File: src/rtl/gdc_pkg.sv
// Shared definitions for the garage door controller.
//   gdc_state_e : FSM state encoding
//   DIR_UP/DIR_DN : encoding of the last_dir register
package gdc_pkg;

  typedef enum logic [2:0] {
    IDLE  = 3'd0,
    MV_UP = 3'd1,
    MV_DN = 3'd2,
    STOP  = 3'd3,
    FAULT = 3'd4
  } gdc_state_e;

  localparam logic DIR_UP = 1'b1;
  localparam logic DIR_DN = 1'b0;

endpackage

File: src/rtl/gdc_motion_timer.sv
// Saturating motion watchdog counter.
//   CLK, RST : clock, synchronous active-low reset
//   clr      : restart the count at 0 (entry into a motion state)
//   en       : count this cycle (a motor is driven)
//   timeout  : count has reached TIMEOUT_CYCLES-1, i.e. this is the last
//              permitted driven cycle
module gdc_motion_timer #(
  parameter int TIMEOUT_CYCLES = 1000
) (
  input  logic CLK,
  input  logic RST,
  input  logic clr,
  input  logic en,
  output logic timeout
);
  import gdc_pkg::*;

  localparam int CW = $clog2(TIMEOUT_CYCLES);
  localparam logic [CW-1:0] LAST = CW'(TIMEOUT_CYCLES - 1);

  logic [CW-1:0] count;

  always_ff @(posedge CLK) begin
    if (!RST)                      count <= '0;
    else if (clr)                  count <= '0;
    else if (en && count != LAST)  count <= count + CW'(1);
  end

  assign timeout = (count == LAST);

endmodule

File: src/rtl/garage_door_ctrl.sv
// Garage door controller: Moore FSM driving the up/down motor from a single
// push-button, two limit switches and an obstacle beam.
//   CLK, RST   : clock, synchronous active-low reset
//   Activate   : push-button level, only its rising edge acts
//   UP_Max     : fully-open limit switch
//   DN_Max     : fully-closed limit switch
//   Obstacle   : beam-break sensor (active high)
//   Fault_Clr  : clears the latched fault
//   UP_M, DN_M : motor drive up / down
//   Fault      : controller is in the fault state
//   Moving     : either motor driven
module garage_door_ctrl #(
  parameter int TIMEOUT_CYCLES = 1000,
  parameter bit REVERSE_EN     = 1'b1
) (
  input  logic CLK,
  input  logic RST,
  input  logic Activate,
  input  logic UP_Max,
  input  logic DN_Max,
  input  logic Obstacle,
  input  logic Fault_Clr,
  output logic UP_M,
  output logic DN_M,
  output logic Fault,
  output logic Moving
);
  import gdc_pkg::*;

  gdc_state_e state, nxt;
  logic act_q, act_pulse, lim_err, last_dir;
  logic enter_up, enter_dn, tmr_en, timeout;

  // act_q resets high so a button held through reset produces no pulse.
  assign act_pulse = Activate & ~act_q;
  assign lim_err   = UP_Max & DN_Max;

  always_ff @(posedge CLK) begin
    if (!RST) begin
      state    <= IDLE;
      act_q    <= 1'b1;
      last_dir <= DIR_DN;
    end else begin
      state <= nxt;
      act_q <= Activate;
      if (enter_up)      last_dir <= DIR_UP;
      else if (enter_dn) last_dir <= DIR_DN;
    end
  end

  always_comb begin
    nxt = state;
    case (state)
      IDLE: begin
        if (act_pulse) begin
          if (lim_err)     nxt = FAULT;
          else if (UP_Max) nxt = MV_DN;
          else             nxt = MV_UP;  // closed or unknown: open first
        end
      end
      MV_UP: begin
        // Obstacle deliberately ignored while opening.
        if (lim_err)        nxt = FAULT;
        else if (UP_Max)    nxt = IDLE;
        else if (act_pulse) nxt = STOP;
        else if (timeout)   nxt = FAULT;
      end
      MV_DN: begin
        if (lim_err)        nxt = FAULT;
        else if (DN_Max)    nxt = IDLE;
        else if (Obstacle)  nxt = REVERSE_EN ? MV_UP : STOP;
        else if (act_pulse) nxt = STOP;
        else if (timeout)   nxt = FAULT;
      end
      STOP: begin
        if (act_pulse) begin
          if (lim_err)                              nxt = FAULT;
          // Resume opposite to last motion, but never close into an obstacle.
          else if (last_dir == DIR_UP && !Obstacle) nxt = MV_DN;
          else                                      nxt = MV_UP;
        end
      end
      FAULT: begin
        if (Fault_Clr) nxt = IDLE;
      end
      default: nxt = IDLE;
    endcase
  end

  // Entry into a motion state, including the MV_DN -> MV_UP reverse.
  assign enter_up = (nxt == MV_UP) && (state != MV_UP);
  assign enter_dn = (nxt == MV_DN) && (state != MV_DN);
  assign tmr_en   = (state == MV_UP) || (state == MV_DN);

  gdc_motion_timer #(.TIMEOUT_CYCLES(TIMEOUT_CYCLES)) u_timer (
    .CLK     (CLK),
    .RST     (RST),
    .clr     (enter_up | enter_dn),
    .en      (tmr_en),
    .timeout (timeout)
  );

  always_comb begin
    UP_M   = (state == MV_UP);
    DN_M   = (state == MV_DN);
    Fault  = (state == FAULT);
    Moving = UP_M | DN_M;
  end

endmodule

File: config.mk
export PLATFORM = sky130hd
export DESIGN_NAME = garage_door_ctrl
export DESIGN_NICKNAME = d
export VERILOG_FILES = /design/src/rtl/gdc_pkg.sv /design/src/rtl/gdc_motion_timer.sv /design/src/rtl/garage_door_ctrl.sv
export SDC_FILE = /design/constraint.sdc
export NUM_CORES = 1
export LEC_CHECK = 0
export CORE_ASPECT_RATIO = 1.1
export CORE_UTILIZATION = 25
export DETAILED_ROUTE_END_ITERATION = 16
export GPL_ROUTABILITY_DRIVEN = 0
export PLACE_DENSITY = 0.48
export SYNTH_ARGS = -nofsm -noshare
export SYNTH_HDL_FRONTEND = slang
export SYNTH_HIERARCHICAL = 1
export SYNTH_SLANG_ARGS = --single-unit
File: constraint.sdc
create_clock -name CLK -period 6.8 [get_ports CLK]
set_input_delay 2.04 -clock CLK [delete_from_list [all_inputs] [get_ports CLK]]
set_output_delay 2.04 -clock CLK [all_outputs]
set_load 0.1 [all_outputs]
==> impl_metrics.json <==
{
  "outcome": "completed",
  "tightest_slew_ns": 0.9613,
  "syn_inst": 128,
  "ys_top_cells_by_area": "dfxtp_1, nand2b_1, nand3b_1",
  "start_util_pct": 25.99,
  "io_pins": 11,
  "drv_slew": 0,
  "clk_pin_slew_ns": 0.07,
  "fill_cells": 425,
  "synth-seq-cells": 15,
  "rsz0062_at_grt": "no",
  "setup-violations-final": 0,
  "hold_viol": 0,
  "total_leakage_power_uw": 0.0003746,
  "drv_cap": 0,
  "hold_buffers": 0,
  "yosysSeqAreaShare_pct": 29.38,
  "die_h_um": 69.07,
  "cts_tree": "done",
  "final_antenna_net_count": 0,
  "grt_overflow": 0,
  "wl_um": 2297,
  "vias": 988,
  "wl_per_cell_um": 12.15,
  "synth_nets": 136,
  "clock.fmax_mhz": 219.6,
  "root_buffer": "clkbuf_8",
  "cts_buffers": 3,
  "timing.hold.ws_ns": 0.4830,
  "dp_hpwl_um": 1669,
  "grt.total_usage_pct": 11.76,
  "via_per_inst": 5.228,
  "hold_class": "register to register",
  "grt_pass1_wl_um": 4071,
  "min_period_over_period_pct": 66.97,
  "cp_max_fo": 11,
  "dieArea_um2": 4349,
  "clkLatencyLatePin_ns": 0.25,
  "fin_util_pct": 30.60,
  "area_delta_synth_final_pct": 17.75,
  "cts_max_level": 1,
  "cts_setup_buffers": 0,
  "rows": 24,
  "drive_gt1_share_pct": 7.299,
  "antenna_found_initial": 0,
  "vdd_drop_max_mv": 0.1129,
  "startpoint_type": "register",
  "nets": 146,
  "clockBufferDepth": 2,
  "grt_pass1_vias": 991,
  "power_density_nw_per_um2": 164.2,
  "n_antenna_cell": 0,
  "path_class": "register to output pin",
  "synth_top_flop_cell": "dfxtp_1",
  "core_um2": 3934,
  "synth_edf_count": 0,
  "drt_iter0_markers": 42,
  "firstDrtPassIters": 4,
  "synth_area_um2": 1022,
  "clock_skew_ns": 0.001955,
  "reg2reg_setup_slack_ns": 3.83,
  "ys.warnings.count": 6,
  "setup_tns_ns": 0,
  "fin_crit_ns": 4.554,
  "synth_top_area_cell": "dfxtp_1",
  "slew_headroom_pct": 35.71,
  "async_reset_ff_share_pct": 0,
  "ctsResizeCount": 0,
  "synth.distinct_cells": 45,
  "drcViolationCount": 0,
  "port_buffers": 10,
  "worstSetupEndpointType": "output pin",
  "yosys.area.top_type_share_pct": 29.38,
  "grt_max_degree": 13,
  "numClockSinks": 15,
  "required_ns": 4.76,
  "worstPathArrival_ns": 2.51,
  "avgSynthCellArea_um2": 7.986,
  "die_w_um": 62.97
}
==> placed cells by master (no fill, tap or decap), types with 2 or more instances in the layout <==
cell type,instances
dfxtp_1,15
nand2_1,11
clkdlybuf4s50_1,10
nand2b_1,9
a21oi_1,8
nand3b_1,6
nor2b_1,6
nor2_1,6
nand3_1,6
o21ai_0,5
nand4_1,5
or4_1,5
inv_1,4
or3_1,3
clkbuf_8,3
o31ai_1,3
a31oi_1,2
mux2i_1,2
o21a_1,2
==> cell usage after synthesis (2+ instances only) <==
cell type  instances
dfxtp_1           15
nand2_1           11
nand2b_1           9
a21oi_1            8
nand3_1            6
nand3b_1           6
nor2_1             6
nor2b_1            6
nand4_1            5
o21ai_0            5
or4_1              5
inv_1              4
clkbuf_1           3
o31ai_1            3
or3_1              3
a31oi_1            2
mux2i_1            2
o21a_1             2
==> registers in the layout (all words and copies together), names as in the netlist <==
signal         cells
last_dir           1
u_timer/count     10
state              3
act_q              1
==> cell families (layout without fill, tap and decap cells) <==
kind of cell             after synthesis  in the layout  synth area share, %
flip-flops                            15             15                29.38
adder cells (fa/ha/maj)                1              1                1.224
AO/OA/AOI/OAI                         32             32                21.18
AND/OR/NAND/NOR                       69             69                41.86
buffers and inverters                  9             18                4.406
multiplexers                           2              2                1.958
==> area by class of cell <==
type / count / area [µm²] / area share [%]
inverters: 4 / 15.01 / 1.247
multi-input cells: 104 / 676.9 / 56.24
well taps: 52 / 65.06 / 5.405
repair buffers: 10 / 100.1 / 8.316
flip-flops and latches: 15 / 300.3 / 24.95
clock buffers: 3 / 41.29 / 3.430
clock inverters: 1 / 5.005 / 0.4158
==> stage by stage <==
step	setup WS (ns)	cells	power (µW)	instance area (µm²)
after global placement	2.311	185	123.3	1157
after detailed placement	2.261	185	123.4	1157
after floorplan	2.142	128	114.1	1022
final	2.246	189	197.6	1204
after global routing	2.129	189	207.8	1204
after CTS	2.235	189	201.3	1204
==> path summary, 6_finish.rpt <==
check                                                    from  cells past startpoint                            end
worst max-delay path                      state[1]$_SDFF_PN0_                      4                         Moving
worst min-delay path            u_timer/count[8]$_SDFFE_PP0P_                      2  u_timer/count[8]$_SDFFE_PP0P_
worst min register to register  u_timer/count[8]$_SDFFE_PP0P_                      2  u_timer/count[8]$_SDFFE_PP0P_
worst max register to register  u_timer/count[0]$_SDFFE_PP0P_                     11  u_timer/count[3]$_SDFFE_PP0P_
==> per-layer routing <==
metal | global-route usage, % | vias up | part of all wire, %
met5 | 0 | - | 0
met4 | 7.235 | 0 | 1.5
met3 | 3.477 | 6 | 3.2
met2 | 19.59 | 16 | 50
met1 | 12.92 | 462 | 45
li1 | - | 504 | -
==> worst max-delay path, cell delays in order, from the launching register on <==
cell and delay (ns):
dfxtp_1 0.56, nand2b_1 0.15, nor2_1 0.14, or2_2 0.25, clkdlybuf4s50_1 1.17
==> power breakdown <==
part / internal [µW] / leakage, µW / switching, µW
registers: 89.8 / 0.000121 / 3.25
clock network: 40.7 / 0.0000255 / 35.4
logic: 11.1 / 0.000228 / 17.2
Note: power is estimated with default switching activity, not from simulation.
